$ cat config.mk
export PLATFORM = sky130hd
export DESIGN_NAME = fp_exp_align
export DESIGN_NICKNAME = d
export VERILOG_FILES = /design/src/rtl/fp_align_pkg.sv /design/src/rtl/fp_operand_unpack.sv /design/src/rtl/fp_exp_align.sv
export SDC_FILE = /design/constraint.sdc
export NUM_CORES = 1
export LEC_CHECK = 0
export CAP_MARGIN = 10
export CORE_MARGIN = 10
export CORE_UTILIZATION = 35
export CTS_BUF_LIST = sky130_fd_sc_hd__clkbuf_4
export CTS_CLUSTER_SIZE = 20
export DETAILED_ROUTE_END_ITERATION = 10
export GPL_ROUTABILITY_DRIVEN = 0
export HOLD_SLACK_MARGIN = 0.15
export PLACE_DENSITY_LB_ADDON = 0.25
export SYNTH_ARGS = -nofsm -noshare
export SYNTH_HDL_FRONTEND = slang
export SYNTH_SLANG_ARGS = --single-unit
$ cat constraint.sdc
create_clock -name clk -period 6.2 [get_ports clk]
set_input_delay 1.55 -clock clk [delete_from_list [all_inputs] [get_ports clk]]
set_output_delay 1.55 -clock clk [all_outputs]
set_load 0.05 [all_outputs]
$ cat src/rtl/fp_align_pkg.sv
// Shared constants, field positions, FSM encodings and the unpacked
// operand bundle for the binary32 exponent-alignment stage.
package fp_align_pkg;

  localparam int MANT_W   = 24;
  localparam int EXP_W    = 8;
  localparam int SIGN_BIT = 31;
  localparam int EXP_HI   = 30;
  localparam int EXP_LO   = 23;
  localparam int FRAC_HI  = 22;

  localparam logic [EXP_W-1:0] MANT_W_E = EXP_W'(MANT_W);

  typedef enum logic [1:0] {
    IDLE  = 2'd0,
    SHIFT = 2'd1,
    DONE  = 2'd2
  } state_t;

  typedef struct packed {
    logic              sign;
    logic [EXP_W-1:0]  expo;
    logic [MANT_W-1:0] mant;
  } fp_op_t;

endpackage

$ cat src/rtl/fp_operand_unpack.sv
// Splits a binary32 word into sign, effective exponent and 24-bit mantissa.
// Ports: word (binary32 in), op (unpacked fp_op_t out). Purely combinational.
module fp_operand_unpack
  import fp_align_pkg::*;
(
  input  logic [31:0] word,
  output fp_op_t      op
);

  logic [EXP_W-1:0] exp_f;
  logic             hidden;

  assign exp_f  = word[EXP_HI:EXP_LO];
  assign hidden = |exp_f;

  // Denormals and zero share the effective exponent 1 of the smallest normal.
  assign op.sign = word[SIGN_BIT];
  assign op.expo = hidden ? exp_f : EXP_W'(1);
  assign op.mant = {hidden, word[FRAC_HI:0]};

endmodule

$ cat src/rtl/fp_exp_align.sv
// Exponent-alignment stage: orders operands by magnitude and right-shifts the
// smaller mantissa one bit per cycle until exponents match.
// Ports: clk, rst (sync, high); in_valid/in_ready with a, b (binary32);
// out_valid/out_ready with mant_big, mant_small, exp_out, sign_big,
// sign_small, sticky. Macro FP_ALIGN_STICKY_EN builds the sticky logic.
module fp_exp_align
  import fp_align_pkg::*;
(
  input  logic              clk,
  input  logic              rst,
  input  logic              in_valid,
  output logic              in_ready,
  input  logic [31:0]       a,
  input  logic [31:0]       b,
  output logic              out_valid,
  input  logic              out_ready,
  output logic [MANT_W-1:0] mant_big,
  output logic [MANT_W-1:0] mant_small,
  output logic [EXP_W-1:0]  exp_out,
  output logic              sign_big,
  output logic              sign_small,
  output logic              sticky
);

  fp_op_t           op_a;
  fp_op_t           op_b;
  fp_op_t           op_big;
  fp_op_t           op_small;
  logic             a_big;
  logic [EXP_W-1:0] diff;
  logic [EXP_W-1:0] cnt;
  state_t           state;
  state_t           state_n;

  fp_operand_unpack u_unpack_a (
    .word (a),
    .op   (op_a)
  );

  fp_operand_unpack u_unpack_b (
    .word (b),
    .op   (op_b)
  );

  // Ties go to A.
  assign a_big    = {op_a.expo, op_a.mant} >= {op_b.expo, op_b.mant};
  assign op_big   = a_big ? op_a : op_b;
  assign op_small = a_big ? op_b : op_a;
  assign diff     = op_big.expo - op_small.expo;

  assign in_ready  = (state == IDLE) && !rst;
  assign out_valid = (state == DONE);

  always_ff @(posedge clk) begin
    if (rst) state <= IDLE;
    else     state <= state_n;
  end

  always_comb begin
    state_n = state;
    unique case (state)
      IDLE: begin
        if (in_valid) begin
          if (diff == '0 || diff > MANT_W_E) state_n = DONE;
          else                               state_n = SHIFT;
        end
      end
      SHIFT: begin
        if (cnt == EXP_W'(1)) state_n = DONE;
      end
      DONE: begin
        if (out_ready) state_n = IDLE;
      end
      default: state_n = IDLE;
    endcase
  end

  always_ff @(posedge clk) begin
    if (rst) begin
      mant_big   <= '0;
      mant_small <= '0;
      exp_out    <= '0;
      sign_big   <= 1'b0;
      sign_small <= 1'b0;
      cnt        <= '0;
    end else begin
      unique case (state)
        IDLE: begin
          if (in_valid) begin
            mant_big   <= op_big.mant;
            exp_out    <= op_big.expo;
            sign_big   <= op_big.sign;
            sign_small <= op_small.sign;
            cnt        <= diff;
            // Beyond the adder width the whole mantissa falls off at once.
            mant_small <= (diff > MANT_W_E) ? '0 : op_small.mant;
          end
        end
        SHIFT: begin
          mant_small <= mant_small >> 1;
          cnt        <= cnt - EXP_W'(1);
        end
        default: ;
      endcase
    end
  end

`ifdef FP_ALIGN_STICKY_EN
  logic sticky_q;

  always_ff @(posedge clk) begin
    if (rst) begin
      sticky_q <= 1'b0;
    end else begin
      unique case (state)
        IDLE: begin
          if (in_valid)
            sticky_q <= (diff > MANT_W_E) ? |op_small.mant : 1'b0;
        end
        SHIFT: sticky_q <= sticky_q | mant_small[0];
        default: ;
      endcase
    end
  end

  assign sticky = sticky_q;
`else
  assign sticky = 1'b0;
`endif

endmodule

==> results.yml, run 1 <==
outcome:
  status: "complete, no violations"
worst_setup_path:
  path_class: "in -> reg"
  worstSetupEndpoint: "mant_small[7]"
  crit_start: "b[28]"
  rrSetupSlack_ps: 3830
  crit_fanout: 6
  cp-end-kind: "flip-flop"
  crit_arrival_ps: 6500
  cpPeakStageDelay_ps: 560
  r2r-end: "cnt[7]"
  cp_data_required_time_ps: 6570
  ff2ff_path_depth: 7
  slowest_stage: "or4_4"
  worstPathCellList: "clkdlybuf4s50_1 > or4_4 > or4_4 > nor2_4 > ha_4 > nand4_1 > nor4_4 > nand4_1 > a21oi_2 > nor2_4 > nor3_2 > a21oi_2 > ha_2 > nand3_2 > o41ai_4 > a211oi_2 > o211ai_1 > a2111o_1 > or3b_4 > clkbuf_16 > o22ai_1"
  cp-start-kind: "primary input"
  worstReg2RegStart: "state[0]"
synth:
  synthTopCellsByArea: "dfxtp_1 (29%), a21oi_1 (10%), ha_1 (9.5%), nor2_1 (8.0%), a211oi_1 (4.5%)"
  synth_top_area_share_pct: 29.38
  synth.distinct_cells: 59
  yosysWarnings: 0
  async_flop_share_pct: 0
  ys_ff_latch: 68
  synth_seq_area_share_pct: 29.38
  yosysTopAreaCell: "dfxtp_1"
  synth-edff-count: 0
  synthFlopType: "dfxtp_1"
  synthesis.nets: 731
  synth.avg_cell_area_sq_um: 7.378
  syn_inst: 628
  syn_area_sq_mm: 0.004633
finish:
  multi_input_area_sq_mm: 0.003023
  drive_above_1_share_pct: 10.49
  layout_commonest_cell: "clkdlybuf4s50_1"
  antenna_cells: 0
  design_area_sq_mm: 0.006455
  nets: 851
  layout.area.seq_sq_mm: 0.001361
  final_cell_mix: "clkdlybuf4s50_1 (126), nor2_1 (96), a21oi_1 (93)"
  stdcell_count: 925
  filler_cell_count: 1201
  syn2layout_area_growth_pct: 39.32
timing:
  drv_slew: 0
  tightest_slew_ps: 1159
  fmax_mhz: 163.2
  relSlewSlack_pct: 22.65
  fin_crit_sh_pct: 98.83
  fin_crit_ps: 6127
  skew_ps: 15.84
  setup_viol: 0
  report.final.hold_viol_count: 0
  hold_slack_ps: 481.3
cts:
  h-tree-depth: 3
  cts_buffers: 9
  numClockSinks: 68
  tritoncts: "yes"
  root_buffer: "clkbuf_4"
  clockBufferDepth: 2
  insertion_delay_ps: 440
  cts.clk_slew.worst_paths_ps: 130
pwr:
  ir_worst_vdd_uv: 129.6
  power_frac_clock_pct: 20.9
  seqPwrFrac_pct: 32.3
  power_frac_comb_pct: 46.8
  leakage_nw: 2.614
  total_power_mw: 1.685
  power_per_cell_area_mw_per_mm2: 261.0
  p_int_mw: 0.9504
  switching_power_mw: 0.7341
  sw_frac_of_total_pct: 43.58
detailed_routing:
  antenna_left: 0
  post-route-drc-count: 0
  wl_per_cell_microns: 17.65
  first_pass_iters: 5
  vias: 4980
  drt-vias-per-instance: 5.384
  wl_microns: 16330
  drt-initial-drc-count: 443
global_routing:
  grtUsageTotal_pct: 17.24
  grt_pass1_wl_microns: 25470
  grt_pass1_vias: 4864
  grt_max_degree: 67
  antenna_found_initial: 0
  grt_remaining_overflow: 0
placed_design:
  portBuffers: 127
  place_hpwl_microns: 12150
  dpl.cell_count: 904
  dpl-instance-area_sq_mm: 0.006126
floorplanning:
  die_height_microns: 135.1
  pin_count: 129
  fp-row-count: 41
  die_area_sq_mm: 0.01824
  coreArea_sq_mm: 0.01277
  die_x_microns: 135.1
  start_util_pct: 36.27
job:
  drv_cap: 0
worst_hold_path:
  hold_class: "reg -> reg"
-- layer usage --
| layer | up-vias | GRT usage [%] | wire length (microns) |
|---|---|---|---|
| met1 | 2274 | 20.90 | 6914 |
| met3 | 22 | 3.746 | 1174 |
| met4 | 0 | 6.041 | 348 |
| met2 | 177 | 29.28 | 7889 |
| li1 | 2507 | - | - |
| met5 | - | 0 | 0 |
-- cells in the mapped netlist (5+ instances only) --
cell type and n:
nor2_1 99, a21oi_1 94, dfxtp_1 68, clkbuf_1 45, nand2_1 39, inv_1 38
ha_1 35, a211oi_1 28, and3_1 25, o22ai_1 16, o21ai_0 12, nand3_1 11
nand4_1 9, a311oi_1 8, nor3_1 8, o22ai_2 7, nand2b_1 6, nor2b_1 6
a31oi_1 5, o211ai_1 5
-- per-stage QoR --
step | setup slack, ps | utilization [%] | setup TNS (ps)
6_report | 72.84 | 50.53 | 0
5_1_grt | -28.86 | 50.53 | -224.2
4_1_cts | 9.072 | 49.26 | 0
3_5_place_dp | -438.0 | 47.96 | -9308
3_3_place_gp | -63.73 | 47.96 | -681.6
2_1_floorplan | 46.63 | - | 0
-- critical path: cells and delay by family --
family | cells | cell delay [ps]
buf+inv | 2 | 620
fa+ha+maj | 2 | 340
simple gates | 10 | 2610
compound gates | 7 | 1370
-- worst min-delay path by stage --
stage / cells after the start / to / slack [ps] / startpoint
floorplan: 2 / cnt[1] / 460 / cnt[1]
global placement: 2 / mant_big[23] / 450 / mant_big[23]
detailed placement: 2 / mant_big[23] / 460 / mant_big[23]
CTS: 2 / mant_big[23] / 480 / mant_big[23]
global route: 2 / mant_big[23] / 530 / mant_big[23]
finish: 2 / mant_big[23] / 480 / mant_big[23]
-- cell type report --
class / count / share of cell area (%)
inverter: 38 / 2.210
tap: 172 / 3.334
multi-input combinational: 473 / 46.83
clock inverter: 7 / 1.531
clock buffer: 9 / 1.047
sequential: 68 / 21.09
timing repair buffer: 158 / 23.96
-- flip-flops by register name (all words and copies together), names as in the netlist --
register	flops
mant_big	24
mant_small	24
cnt	8
exp_out	8
state	2
sign_big	1
sign_small	1
-- cells by family after synthesis --
| family | Yosys count | share of synthesized area [%] |
|---|---|---|
| xor+xnor | 5 | 0.9454 |
| compound gates | 206 | 29.27 |
| flops | 68 | 29.38 |
| fa+ha+maj | 35 | 9.452 |
| other cells | 1 | 0.08094 |
| mux | 5 | 1.107 |
| buf+inv | 87 | 7.615 |
| simple gates | 221 | 22.14 |
-- power groups by stage --
| stage | Combinational [mW] | Clock (mW) | Sequential [mW] |
|---|---|---|---|
| 3_3_place_gp | 0.766 | 0 | 0.552 |
| 5_1_grt | 0.857 | 0.381 | 0.554 |
| 3_5_place_dp | 0.774 | 0 | 0.554 |
| 4_1_cts | 0.777 | 0.363 | 0.545 |
| 2_1_floorplan | 0.351 | 0 | 0.710 |
| 6_report | 0.788 | 0.351 | 0.545 |
-- timing repair --
action	CTS	global route
hold buffers	0	0
resized for setup	0	18
buffers inserted	0	3
setup endpoints to repair	0	25
(Power assumes the default switching activity.)
==> inputs of run 2 (changes only) <==
CORE_ASPECT_RATIO = 1.2   (was not set)
==> results.yml, run 2 (synthesized netlist as in run 1, its figures left out) <==
outcome:
  status: "complete, no violations"
timing:
  rsz0062_at_grt: "false"
  setup_viol: 0
  fmax_mhz: 168.0
  skew_ps: 14.02
  relSlewSlack_pct: 24.52
  report.final.hold_viol_count: 0
  fin_crit_ps: 5954
  tightest_slew_ps: 1131
  fin_crit_sh_pct: 96.03
  finalSetupTns_ps: 0
  drv_slew: 0
global_routing:
  grt_pass1_vias: 4948
  grt_max_degree: 67
  antenna_found_initial: 1
  grtUsageTotal_pct: 17.39
  grt_remaining_overflow: 0
  grt_pass1_wl_microns: 26390
worst_setup_path:
  cp-start-kind: "primary input"
  crit_arrival_ps: 6320
  cp-end-kind: "flip-flop"
  crit_fanout: 6
  cp_data_required_time_ps: 6570
  path_class: "in -> reg"
  ff2ff_path_depth: 5
  rrSetupSlack_ps: 3850
  worstReg2RegStart: "state[0]"
  r2r-end: "cnt[6]"
floorplanning:
  coreArea_sq_mm: 0.01312
  fp-row-count: 46
  pin_count: 129
  start_util_pct: 35.31
  die_height_microns: 146.0
  die_area_sq_mm: 0.01826
  die_x_microns: 125.0
detailed_routing:
  first_pass_iters: 5
  wl_per_cell_microns: 18.23
  drt-initial-drc-count: 345
  vias: 5059
  post-route-drc-count: 0
  drt-vias-per-instance: 5.481
  antenna_left: 0
  wl_microns: 16830
worst_hold_path:
  hold_class: "reg -> reg"
  worstHoldStart: "mant_big[23]"
  worstHoldEndpoint: "mant_big[23]"
  hold_path_depth: 2
finish:
  syn2layout_area_growth_pct: 38.40
  final_cell_mix: "clkdlybuf4s50_1 (126), nor2_1 (96), a21oi_1 (94)"
  drive_above_1_share_pct: 10.48
  final_util_pct: 48.87
  filler_cell_count: 1314
  largestRegisters: "mant_big x24, mant_small x24"
  layout_commonest_cell: "clkdlybuf4s50_1"
  nets: 852
cts:
  tritoncts: "yes"
  cts.clk_slew.worst_paths_ps: 130
  h-tree-depth: 3
  clockBufferDepth: 2
  cts_buffers: 9
  numClockSinks: 68
  insertion_delay_ps: 430
  root_buffer: "clkbuf_4"
pwr:
  power_per_cell_area_mw_per_mm2: 256.6
  leakage_nw: 2.600
  ir_worst_vdd_uv: 110.8
job:
  drv_cap: 0
placed_design:
  place_hpwl_microns: 12690
  portBuffers: 127
## run 2: cell types whose count changed in the layout (fill, tap and decap cells not counted), sizes merged
cell / change
buf: +1
bufinv: -1
diode: +1
inv: +1
## run 2: how the worst max path moves through the flow
stage          startpoint             end  slack [ps]  cells past startpoint
6_report            b[24]   mant_small[8]         250                     20
5_1_grt             b[24]  mant_small[20]          40                     20
4_1_cts             b[26]   mant_small[7]         160                     21
3_5_place_dp        b[26]   mant_small[7]        -300                     20
3_3_place_gp        b[26]   mant_small[9]        -100                     21
2_1_floorplan       b[26]  mant_small[13]          50                     22
## run 2: layout make-up
cell class | count | area [sq um] | share of cell area, %
diodes | 1 | 2.502 | 0.03902
clock buffers | 9 | 67.56 | 1.054
clock inverters | 7 | 73.82 | 1.151
inverters | 38 | 142.6 | 2.224
multi-input cells | 473 | 3000 | 46.79
flip-flops and latches | 68 | 1361 | 21.23
well taps | 168 | 210.2 | 3.278
repair buffers | 159 | 1554 | 24.23
## run 2: worst max-delay path, stage by stage
cell	delay [ps]
clkdlybuf4s50_1	420
or4_4	570
or4_4	450
nor2_4	170
ha_4	150
nand4_1	100
nor4_2	310
nand4_1	170
a21o_1	210
and3_1	160
a21oi_1	150
ha_2	200
nand3_1	90
o41ai_2	90
or2_4	190
o311ai_1	110
a2111o_1	450
or3b_4	450
clkbuf_16	190
o22ai_1	160
## run 2: timing repair
| item | in CTS | in global routing |
|---|---|---|
| endpoints found under the hold margin | 0 | 0 |
| setup endpoints to repair | 0 | 25 |
| resized for setup | 0 | 15 |
| setup buffers | 0 | 4 |
| hold buffers | 0 | 0 |
## run 2: layer usage
layer  wire length (microns)  part of all wire (%)  up-vias  global-route usage (%)
met2                    8414                    50      161                   30.23
li1                        -                     -     2501                       -
met4                     541                   3.2        0                   7.324
met3                     885                   5.3       27                   4.165
met5                       0                     0        -                       0
met1                    6984                    42     2370                   19.81
## run 2: power by group
part	total (mW)	internal, mW	leakage, nW	switching [mW]
Clock	0.310	0.125	0.0767	0.185
Combinational	0.791	0.285	1.97	0.506
Sequential	0.545	0.501	0.558	0.0440
## run 2: metrics by stage
| stage | std cells | hold slack (ps) | worst slack, ps | area [sq um] | power (mW) |
|---|---|---|---|---|---|
| 3_5_place_dp | 900 | 472.7 | -300.2 | 6121 | 1.334 |
| 3_3_place_gp | 900 | 453.7 | -97.10 | 6121 | 1.320 |
| 4_1_cts | 916 | 496.3 | 164.0 | 6262 | 1.647 |
| 2_1_floorplan | 628 | 460.9 | 46.63 | 4636 | 1.062 |
| 5_1_grt | 923 | 524.6 | 39.29 | 6412 | 1.752 |
| 6_report | 923 | 483.8 | 246.2 | 6412 | 1.646 |
==> inputs of run 3 (changes only) <==
MAX_ROUTING_LAYER = met4   (was not set)
==> results.yml, run 3 (synthesized netlist as in run 1, its figures left out) <==
detailed_routing:
  drt-initial-drc-count: 326
  wl_per_cell_microns: 18.12
  antenna_left: 0
  vias: 5070
  first_pass_iters: 5
  post-route-drc-count: 0
  drt-vias-per-instance: 5.499
  wl_microns: 16710
cts:
  insertion_delay_ps: 430
  cts.hold.buffers_added: 0
  numClockSinks: 68
  root_buffer: "clkbuf_4"
  clockBufferDepth: 2
  h-tree-depth: 3
  cts_buffers: 9
  cts.clk_slew.worst_paths_ps: 130
  tritoncts: "yes"
pwr:
  sw_frac_of_total_pct: 44.63
  power_per_cell_area_mw_per_mm2: 256.5
  power_frac_clock_pct: 18.8
  leakage_nw: 2.600
  p_int_mw: 0.9103
  seqPwrFrac_pct: 33.1
  power_frac_comb_pct: 48.1
  ir_worst_vdd_uv: 110.6
  switching_power_mw: 0.7338
worst_setup_path:
  slowest_stage: "or4_4"
  cp-start-kind: "primary input"
  crit_arrival_ps: 6320
  cp_data_required_time_ps: 6560
  path_class: "in -> reg"
  cp-end-kind: "flip-flop"
  crit_fanout: 6
  crit_family: "simple AND/OR/NAND/NOR gates"
  path_buf_inv: 2
  worstPathCellList: "clkdlybuf4s50_1 > or4_4 > or4_4 > nor2_4 > ha_4 > nand4_1 > nor4_2 > nand4_1 > a21o_1 > and3_1 > a21oi_1 > ha_2 > nand3_1 > o41ai_2 > or2_4 > o311ai_1 > a2111o_1 > or3b_4 > clkbuf_16 > o22ai_1"
  cpPeakStageDelay_ps: 570
worst_hold_path:
  hold_class: "reg -> reg"
finish:
  filler_cell_count: 1315
  layout_commonest_cell: "clkdlybuf4s50_1"
  final_cell_mix: "clkdlybuf4s50_1 (126), nor2_1 (96), a21oi_1 (94)"
  syn2layout_area_growth_pct: 38.35
  stdcell_count: 922
  largestRegisters: "mant_big x24, mant_small x24"
  drive_above_1_share_pct: 10.48
  nets: 852
  final_util_pct: 48.85
  antenna_cells: 0
global_routing:
  grt_pass1_vias: 4955
  grtUsageTotal_pct: 17.86
  grt_remaining_overflow: 0
  grt_pass1_wl_microns: 26370
  grt_max_degree: 67
  antenna_found_initial: 0
timing:
  tightest_slew_ps: 1141
  report.final.hold_viol_count: 0
  fmax_mhz: 167.8
  fin_crit_sh_pct: 96.11
  skew_ps: 13.68
  relSlewSlack_pct: 23.86
  drv_slew: 0
  rsz0062_at_grt: "false"
  setup_viol: 0
  fin_crit_ps: 5959
floorplanning:
  pin_count: 129
  fp-row-count: 46
  die_x_microns: 125.0
  coreArea_sq_mm: 0.01312
  die_area_sq_mm: 0.01826
  start_util_pct: 35.31
  die_height_microns: 146.0
outcome:
  status: "complete, no violations"
placed_design:
  dpl.cell_count: 900
  place_hpwl_microns: 12690
  portBuffers: 127
job:
  drv_cap: 0
-- run 3: final cells by class --
class                   instances  area (sq um)  share of cell area (%)
clock buffers                   9         67.56                   1.054
multi-input cells             473          3000                   46.81
repair buffers                159          1554                   24.24
inverters                      38         142.6                   2.225
well taps                     168         210.2                   3.279
flip-flops and latches         68          1361                   21.24
clock inverters                 7         73.82                   1.152
-- run 3: worst paths after layout --
check                                   from            end  slack (ps)  cells after the start
worst max-delay path                   b[24]  mant_small[8]         240                     20
worst min-delay path            mant_big[23]   mant_big[23]         480                      2
worst max register to register      state[0]         cnt[6]        3850                      5
worst min register to register  mant_big[23]   mant_big[23]         480                      2
-- run 3: power groups by stage --
stage	registers, mW	logic, mW	clock network (mW)
detailed placement	0.554	0.779	0
CTS	0.545	0.783	0.319
global placement	0.551	0.768	0
floorplan	0.710	0.351	0
finish	0.545	0.790	0.309
global route	0.553	0.859	0.339
-- run 3: repair_timing --
action,in CTS,in global routing
setup endpoints to repair,0,25
endpoints found under the hold margin,0,0
gates resized for setup,0,15
buffers inserted,0,4
-- run 3: per-layer routing --
layer  share of wire (%)  up-vias  track usage, %
li1                    -     2498               -
met3                 4.6       27           3.549
met5                   0        -               -
met4                 3.4        0           7.324
met1                  42     2385           20.03
met2                  50      160           30.38
-- run 3: through the flow --
step                      setup slack (ps)  setup TNS (ps)  hold slack (ps)  instance area (sq um)  total power [mW]
after CTS                            164.0               0            496.3                   6262             1.647
after floorplan                      46.63               0            460.9                   4636             1.062
final                                241.3               0            480.2                   6410             1.644
after detailed placement            -300.2           -6012            472.7                   6121             1.334
after global placement              -97.10           -1487            453.7                   6121             1.320
after global routing                 35.96               0            524.6                   6410             1.751
-- run 3: worst reg2reg max path, delay by kind of cell, from the launching register on --
family	cells	cell delay (ps)
buf+inv	1	100
flops	1	470
simple gates	2	1140
compound gates	2	490
